## src/rtl/pi_cmd_pkg.sv

```systemverilog
// Purpose: shared frame layout, FSM encodings and checksum helper for the Pi command receiver.
// Latency: n/a (definitions only).
// Backpressure: n/a.
package pi_cmd_pkg;

  localparam int FRAME_BITS  = 16;
  localparam int BIT_CNT_W   = 5;
  localparam int BIT_CNT_MAX = 17;   // anything past 16 is an overrun; no need to count further

  // Field positions inside the 16-bit frame (bit 15 is first on the wire)
  localparam int SUNRISE_BIT = 0;
  localparam int SUNSET_BIT  = 1;
  localparam int BRIGHT_LSB  = 2;
  localparam int BRIGHT_MSB  = 6;
  localparam int RSVD_LSB    = 7;
  localparam int RSVD_MSB    = 8;
  localparam int SPEED_LSB   = 9;
  localparam int SPEED_MSB   = 10;
  localparam int PRECIP_BIT  = 11;
  localparam int CHECK_LSB   = 12;
  localparam int CHECK_MSB   = 15;

  // Receiver FSM encodings
  localparam logic [1:0] ST_IDLE  = 2'd0;
  localparam logic [1:0] ST_SHIFT = 2'd1;
  localparam logic [1:0] ST_CHECK = 2'd2;

  // Check nibble: XOR of the three low nibbles, reserved bits included.
  function automatic logic [3:0] cmd_check(input logic [FRAME_BITS-1:0] w);
    return w[3:0] ^ w[7:4] ^ w[11:8];
  endfunction

endpackage

```

## src/rtl/pi_cmd_rx_sync_edge.sv

```systemverilog
// Purpose: multi-flop synchroniser for one asynchronous pin, with rise/fall pulses on the synced copy.
// Latency: a pin change sampled on edge 1 appears on dout/rise/fall after edge STAGES.
// Backpressure: none; pulses are single-cycle and unconditional.
//
// Ports: clk, reset (sync, active-high), din (async pin), dout (synchronised level),
//        rise / fall (one-cycle pulses on dout transitions). STAGES must be >= 2.
module sync_edge #(
  parameter int   STAGES  = 2,
  parameter logic RST_VAL = 1'b0
) (
  input  logic clk,
  input  logic reset,
  input  logic din,
  output logic dout,
  output logic rise,
  output logic fall
);

  logic [STAGES-1:0] sync_q, sync_d;
  logic              prev_q, prev_d;

  always_comb begin
    sync_d = {sync_q[STAGES-2:0], din};
    prev_d = sync_q[STAGES-1];
  end

  always_ff @(posedge clk) begin
    if (reset) begin
      sync_q <= {STAGES{RST_VAL}};
      prev_q <= RST_VAL;
    end else begin
      sync_q <= sync_d;
      prev_q <= prev_d;
    end
  end

  assign dout = sync_q[STAGES-1];
  assign rise = dout & ~prev_q;
  assign fall = ~dout & prev_q;

endmodule

```

## src/rtl/pi_cmd_rx.sv

```systemverilog
// Purpose: SPI-slave receiver for 16-bit Pi scene frames; validates and commits scene fields.
// Latency: commit/reject pulse on the SYNC_STAGES+2 clk edge after pi_ce_n is first sampled high.
// Backpressure: none; the Pi paces frames, a ce_n fall during CHECK is held until IDLE.
//
// Ports: clk, reset (sync, active-high); pi_sck/pi_mosi/pi_ce_n (async SPI mode 0 inputs);
//        pi_miso (registered echo of last committed word); scene fields sunrise, sunset,
//        brightness, speed, precip; cmd_valid / frame_err pulses; err_count (saturating).
module pi_cmd_rx
  import pi_cmd_pkg::*;
#(
  parameter int SYNC_STAGES = 2,
  parameter int ERR_CNT_W   = 8
) (
  input  logic                 clk,
  input  logic                 reset,
  input  logic                 pi_sck,
  input  logic                 pi_mosi,
  input  logic                 pi_ce_n,
  output logic                 pi_miso,
  output logic                 sunrise,
  output logic                 sunset,
  output logic [4:0]           brightness,
  output logic [1:0]           speed,
  output logic                 precip,
  output logic                 cmd_valid,
  output logic                 frame_err,
  output logic [ERR_CNT_W-1:0] err_count
);

  logic sck_rise, sck_fall, sck_lvl_unused;
  logic mosi_s, mosi_rise_unused, mosi_fall_unused;
  logic ce_rise, ce_fall, ce_lvl_unused;

  sync_edge #(.STAGES(SYNC_STAGES), .RST_VAL(1'b0)) u_sync_sck (
    .clk   (clk),
    .reset (reset),
    .din   (pi_sck),
    .dout  (sck_lvl_unused),
    .rise  (sck_rise),
    .fall  (sck_fall)
  );

  sync_edge #(.STAGES(SYNC_STAGES), .RST_VAL(1'b0)) u_sync_mosi (
    .clk   (clk),
    .reset (reset),
    .din   (pi_mosi),
    .dout  (mosi_s),
    .rise  (mosi_rise_unused),
    .fall  (mosi_fall_unused)
  );

  // ce_n resets to "asserted" so a frame already in flight when reset drops
  // produces no fall edge; it is ignored until the next genuine ce_n fall.
  sync_edge #(.STAGES(SYNC_STAGES), .RST_VAL(1'b0)) u_sync_ce (
    .clk   (clk),
    .reset (reset),
    .din   (pi_ce_n),
    .dout  (ce_lvl_unused),
    .rise  (ce_rise),
    .fall  (ce_fall)
  );

  logic [1:0]            state_q,     state_d;
  logic [BIT_CNT_W-1:0]  bit_cnt_q,   bit_cnt_d;
  logic [FRAME_BITS-1:0] shift_q,     shift_d;
  logic [FRAME_BITS-1:0] miso_sr_q,   miso_sr_d;
  logic [FRAME_BITS-1:0] word_q,      word_d;     // last committed frame
  logic                  pi_miso_q,   pi_miso_d;
  logic                  cmd_valid_q, cmd_valid_d;
  logic                  frame_err_q, frame_err_d;
  logic                  pend_q,      pend_d;     // ce_n fall seen during CHECK
  logic [ERR_CNT_W-1:0]  err_cnt_q,   err_cnt_d;
  logic                  frame_ok;

  assign frame_ok = (bit_cnt_q == BIT_CNT_W'(FRAME_BITS)) &&
                    (shift_q[CHECK_MSB:CHECK_LSB] == cmd_check(shift_q)) &&
                    !(shift_q[SUNRISE_BIT] && shift_q[SUNSET_BIT]);

  always_comb begin
    state_d     = state_q;
    bit_cnt_d   = bit_cnt_q;
    shift_d     = shift_q;
    miso_sr_d   = miso_sr_q;
    word_d      = word_q;
    pi_miso_d   = pi_miso_q;
    cmd_valid_d = 1'b0;
    frame_err_d = 1'b0;
    pend_d      = pend_q;
    err_cnt_d   = err_cnt_q;

    case (state_q)
      ST_IDLE: begin
        if (ce_fall || pend_q) begin
          state_d   = ST_SHIFT;
          bit_cnt_d = '0;
          shift_d   = '0;
          pend_d    = 1'b0;
          // MSB must be on the wire before the first sck rise (mode 0)
          miso_sr_d = word_q;
          pi_miso_d = word_q[FRAME_BITS-1];
        end else begin
          pi_miso_d = 1'b0;
        end
      end

      ST_SHIFT: begin
        // ce_n rise takes priority; a coincident sck rise is dropped
        if (ce_rise) begin
          state_d   = ST_CHECK;
          pi_miso_d = 1'b0;
        end else begin
          if (sck_rise) begin
            shift_d = {shift_q[FRAME_BITS-2:0], mosi_s};
            if (bit_cnt_q != BIT_CNT_W'(BIT_CNT_MAX)) begin
              bit_cnt_d = bit_cnt_q + BIT_CNT_W'(1);
            end
          end
          if (sck_fall) begin
            miso_sr_d = {miso_sr_q[FRAME_BITS-2:0], 1'b0};
            pi_miso_d = miso_sr_q[FRAME_BITS-2];
          end
        end
      end

      ST_CHECK: begin
        state_d   = ST_IDLE;
        pi_miso_d = 1'b0;
        if (ce_fall) begin
          pend_d = 1'b1;
        end
        if (frame_ok) begin
          word_d      = shift_q;
          cmd_valid_d = 1'b1;
        end else begin
          frame_err_d = 1'b1;
          if (err_cnt_q != {ERR_CNT_W{1'b1}}) begin
            err_cnt_d = err_cnt_q + ERR_CNT_W'(1);
          end
        end
      end

      default: begin
        state_d   = ST_IDLE;
        pi_miso_d = 1'b0;
      end
    endcase
  end

  always_ff @(posedge clk) begin
    if (reset) begin
      state_q     <= ST_IDLE;
      bit_cnt_q   <= '0;
      shift_q     <= '0;
      miso_sr_q   <= '0;
      word_q      <= '0;
      pi_miso_q   <= 1'b0;
      cmd_valid_q <= 1'b0;
      frame_err_q <= 1'b0;
      pend_q      <= 1'b0;
      err_cnt_q   <= '0;
    end else begin
      state_q     <= state_d;
      bit_cnt_q   <= bit_cnt_d;
      shift_q     <= shift_d;
      miso_sr_q   <= miso_sr_d;
      word_q      <= word_d;
      pi_miso_q   <= pi_miso_d;
      cmd_valid_q <= cmd_valid_d;
      frame_err_q <= frame_err_d;
      pend_q      <= pend_d;
      err_cnt_q   <= err_cnt_d;
    end
  end

  assign pi_miso    = pi_miso_q;
  assign sunrise    = word_q[SUNRISE_BIT];
  assign sunset     = word_q[SUNSET_BIT];
  assign brightness = word_q[BRIGHT_MSB:BRIGHT_LSB];
  assign speed      = word_q[SPEED_MSB:SPEED_LSB];
  assign precip     = word_q[PRECIP_BIT];
  assign cmd_valid  = cmd_valid_q;
  assign frame_err  = frame_err_q;
  assign err_count  = err_cnt_q;

endmodule

```

## config.mk

```make
export PLATFORM = sky130hd
export DESIGN_NAME = pi_cmd_rx
export DESIGN_NICKNAME = d
export VERILOG_FILES = /design/src/rtl/pi_cmd_pkg.sv /design/src/rtl/pi_cmd_rx_sync_edge.sv /design/src/rtl/pi_cmd_rx.sv
export SDC_FILE = /design/constraint.sdc
export NUM_CORES = 1
export LEC_CHECK = 0
export BUFFER_PORTS_ARGS = -buffer_cell sky130_fd_sc_hd__buf_2
export CORE_UTILIZATION = 61
export CTS_BUF_LIST = sky130_fd_sc_hd__clkbuf_4 sky130_fd_sc_hd__clkbuf_8
export CTS_CLUSTER_SIZE = 16
export DETAILED_ROUTE_END_ITERATION = 7
export PLACE_DENSITY = 0.87
export SLEW_MARGIN = 10
export SYNTH_ARGS = -nofsm -noshare
export SYNTH_HDL_FRONTEND = slang
export SYNTH_SLANG_ARGS = --single-unit
export TNS_END_PERCENT = 10
```

## constraint.sdc

```tcl
create_clock -name clk -period 4.55 [get_ports clk]
set_input_delay 0.6825 -clock clk [delete_from_list [all_inputs] [get_ports clk]]
set_output_delay 0.6825 -clock clk [all_outputs]
set_load 0.01 [all_outputs]
```

==> flow_metrics.py <==
metrics = {
    "setup_path": {
        "cp.required_ns": 4.76,
        "cp-end-kind": "register",
        "reg2regPathDepth": 6,
        "cp_cell_sequence": "xor2_1 -> xnor2_1 -> nand4_2 -> nor3_4 -> mux2i_1 -> nor2_1",
        "r2r_end": "word_q[0]$_SDFFE_PP0P_",
        "critical_path_class": "reg2reg",
        "worstReg2RegStart": "shift_q[11]$_SDFFE_PP0P_",
        "worst-path-max-fanout": 16,
        "crit_path_top_delay_cell": "nor3_4",
        "startpoint_type": "register",
        "reg2reg_slack_ns": 2.24,
        "cp_slowest_stage_delay_ns": 0.80,
        "arrival_ns": 2.52,
    },
    "synthesis": {
        "synthTopCellsByArea": "dfxtp_1 47%, nand2_1 5.9%, mux2i_1 5.1%",
        "synth_top_area_cell": "dfxtp_1",
        "yosysMostFrequentCell": "dfxtp_1",
        "synth_warnings": 0,
        "ys_ff_latch": 74,
        "syn_area_per_cell_um2": 8.85,
        "netlist_instances": 353,
        "synth_cell_type_count": 40,
        "ys.flop_type": "dfxtp_1",
        "post-synth-top-area-fraction": 0.474,
        "synth_enable_flop_cells": 0,
        "syn_nets": 362,
        "synthTopCellsByCount": "74 x dfxtp_1, 49 x nand2_1, 42 x nor2_1",
        "synth_area_um2": 3120,
        "ys_async_sr_fraction": 0,
        "synth_seq_area_share": 0.474,
    },
    "timing": {
        "hold_viol_final": 0,
        "fin_worst_skew_ns": 0.00578,
        "setup_viol": 0,
        "rsz0062_at_grt": "false",
        "fin_crit_sh": 0.507,
        "maxSlewViolCount": 0,
        "finalCriticalPeriod_ns": 2.31,
        "post-route-worst-setup-slack_ns": 2.24,
        "fin_setup_tns_ns": 0,
        "relSlewSlack": 0.336,
        "tightest_slew_ns": 0.992,
        "fmax_ghz": 0.433,
    },
    "final_layout": {
        "stdcell_area_um2": 3390,
        "syn2layout_area_growth_pct": 8.69,
        "nets": 375,
        "n_antenna_cell": 0,
        "drive_gt1_frac": 0.141,
        "final_util": 0.705,
    },
    "worst_hold_path": {
        "min_path_type": "reg2reg",
        "min_path_cells": 1,
        "hp-start": "u_sync_mosi.sync_q[0]$_SDFF_PP0_",
        "whs_endpoint": "u_sync_mosi.sync_q[1]$_SDFF_PP0_",
    },
    "clocking": {
        "cts_inserted_buffers": 9,
        "post_cts_buffers": 0,
        "clk_pin_slew_ns": 0.07,
        "clock_latency_ns": 0.35,
        "htreeDepth": 3,
        "hold_buffers": 0,
        "cts-root-buf": "clkbuf_8",
        "cts_sinks": 74,
        "cts_tree": "yes",
        "clock_path_buffers": 2,
        "cts_resized": 0,
    },
    "placed_design": {
        "portBuffers": 25,
        "placed_area_um2": 3200,
        "dpl_worst_slack_ns": 2.29,
        "hpwlAfterDp_mm": 3.82,
        "gp_congestion": 0.797,
    },
    "drt": {
        "vias": 2445,
        "vias_per_cell": 5.59,
        "remaining_drc_errors": 0,
        "final_antenna_net_count": 0,
        "first_pass_iters": 5,
        "wire_per_inst_um": 13.4,
        "drtIter0Drc": 107,
        "drt-total-wl_mm": 5.85,
    },
    "die": {
        "die_h_um": 73.6,
        "rows": 25,
        "start_util": 0.648,
        "io-pin-count": 26,
        "core_um2": 4820,
        "die-area_um2": 5410,
        "fp.dieW_um": 73.6,
    },
    "global_route": {
        "grt_max_degree": 60,
        "grt_pass1_wl_mm": 9.76,
        "grt-ovfl-total": 0,
        "antenna_found_initial": 0,
        "track_usage": 0.238,
        "grt_pass1_vias": 2184,
    },
    "power": {
        "powerDensity_nw_per_um2": 359,
        "leakagePower_nw": 1.18,
        "p_total_mw": 1.22,
        "vdd_drop_max_mv": 0.275,
    },
    "run": {
        "cap_violations": 0,
    },
    "status": {
        "status": "finished clean",
    },
}
[per-stage QoR]
step,cells,hold WS (ns)
floorplan,353,0.414
global placement,422,0.416
detailed placement,422,0.427
CTS,437,0.443
global route,437,0.470
finish,437,0.438
[flip-flops by register name, summed over array words and instances, names as in the netlist, 2 cells and up]
| register | cells |
|---|---|
| err_count | 8 |
| miso_sr_q | 15 |
| word_q | 16 |
| bit_cnt_q | 5 |
| u_sync_sck.sync_q | 2 |
| state_q | 2 |
| shift_q | 16 |
| u_sync_ce.sync_q | 2 |
| u_sync_mosi.sync_q | 2 |
[layer usage]
metal,vias to the layer above,wire [um],track usage
met2,48,2810,0.387
met4,0,48,0.0812
met5,-,0,0
met3,4,234,0.0864
li1,1237,-,-
met1,1156,2760,0.292
[layout make-up]
class | instances | area, um^2
fill | 379 | 1420
sequential | 74 | 1480
clock buffer | 12 | 153
multi-input combinational | 245 | 1460
tap | 67 | 83.8
inverter | 8 | 30.0
clock inverter | 3 | 40.0
timing repair buffer | 28 | 148
[worst max path at each step]
stage / startpoint / end / slack (ns) / cells past startpoint
after global routing: shift_q[6]$_SDFFE_PP0P_ / word_q[4]$_SDFFE_PP0P_ / 2.06 / 6
after CTS: shift_q[11]$_SDFFE_PP0P_ / word_q[0]$_SDFFE_PP0P_ / 2.27 / 6
after global placement: shift_q[1]$_SDFFE_PP0P_ / word_q[9]$_SDFFE_PP0P_ / 2.37 / 6
after detailed placement: shift_q[11]$_SDFFE_PP0P_ / word_q[0]$_SDFFE_PP0P_ / 2.29 / 6
after floorplan: err_count[0]$_SDFFE_PP0P_ / err_count[5]$_SDFFE_PP0P_ / 2.66 / 7
final: shift_q[11]$_SDFFE_PP0P_ / word_q[0]$_SDFFE_PP0P_ / 2.24 / 6
[layout by cell type (no fill, tap or decap), types with 2 or more instances in the layout]
| cell type | synthesis | layout |
|---|---|---|
| nor4_1 | 2 | 2 |
| a311oi_1 | 14 | 14 |
| dfxtp_1 | 74 | 74 |
| or3_1 | 6 | 6 |
| buf_2 | 2 | 25 |
| buf_4 | 9 | 3 |
| ha_1 | 4 | 4 |
| or4_1 | 2 | 2 |
| inv_1 | 8 | 8 |
| xnor2_1 | 10 | 10 |
| o21ai_0 | 4 | 4 |
| clkinv_2 | 0 | 2 |
| nand2_1 | 49 | 49 |
| xor2_1 | 6 | 6 |
| nand4_1 | 3 | 3 |
| a21oi_1 | 28 | 28 |
| o31ai_1 | 3 | 3 |
| nor3_1 | 3 | 3 |
| nor4b_1 | 2 | 2 |
| a211oi_1 | 4 | 4 |
| nor2_1 | 42 | 41 |
| clkbuf_8 | 0 | 10 |
| nand2b_1 | 2 | 2 |
| nand3_1 | 21 | 21 |
| mux2i_1 | 16 | 16 |
| nor2b_1 | 11 | 11 |
| clkbuf_4 | 0 | 2 |
[kinds of logic after synthesis]
group                      share of synthesized area
AOI/OAI and AO/OA                              0.124
xor gates and xnor gates                      0.0449
adders and majority gates                     0.0160
buffers and inverters                         0.0593
DFF                                            0.474
muxes                                         0.0549
and+or+nand+nor                                0.227
[worst max-delay path, delay by kind of cell (launching register included)]
family	cells	cell delay (ns)
and+or+nand+nor	3	1.07
DFF	1	0.41
xor gates and xnor gates	2	0.37
muxes	1	0.29
[where the power goes]
part	total (mW)	internal, mW	switching, mW
logic	0.0537	0.0171	0.0366
registers	0.667	0.660	0.00711
clock network	0.498	0.276	0.222
Note: power is estimated with default switching activity, not from simulation.
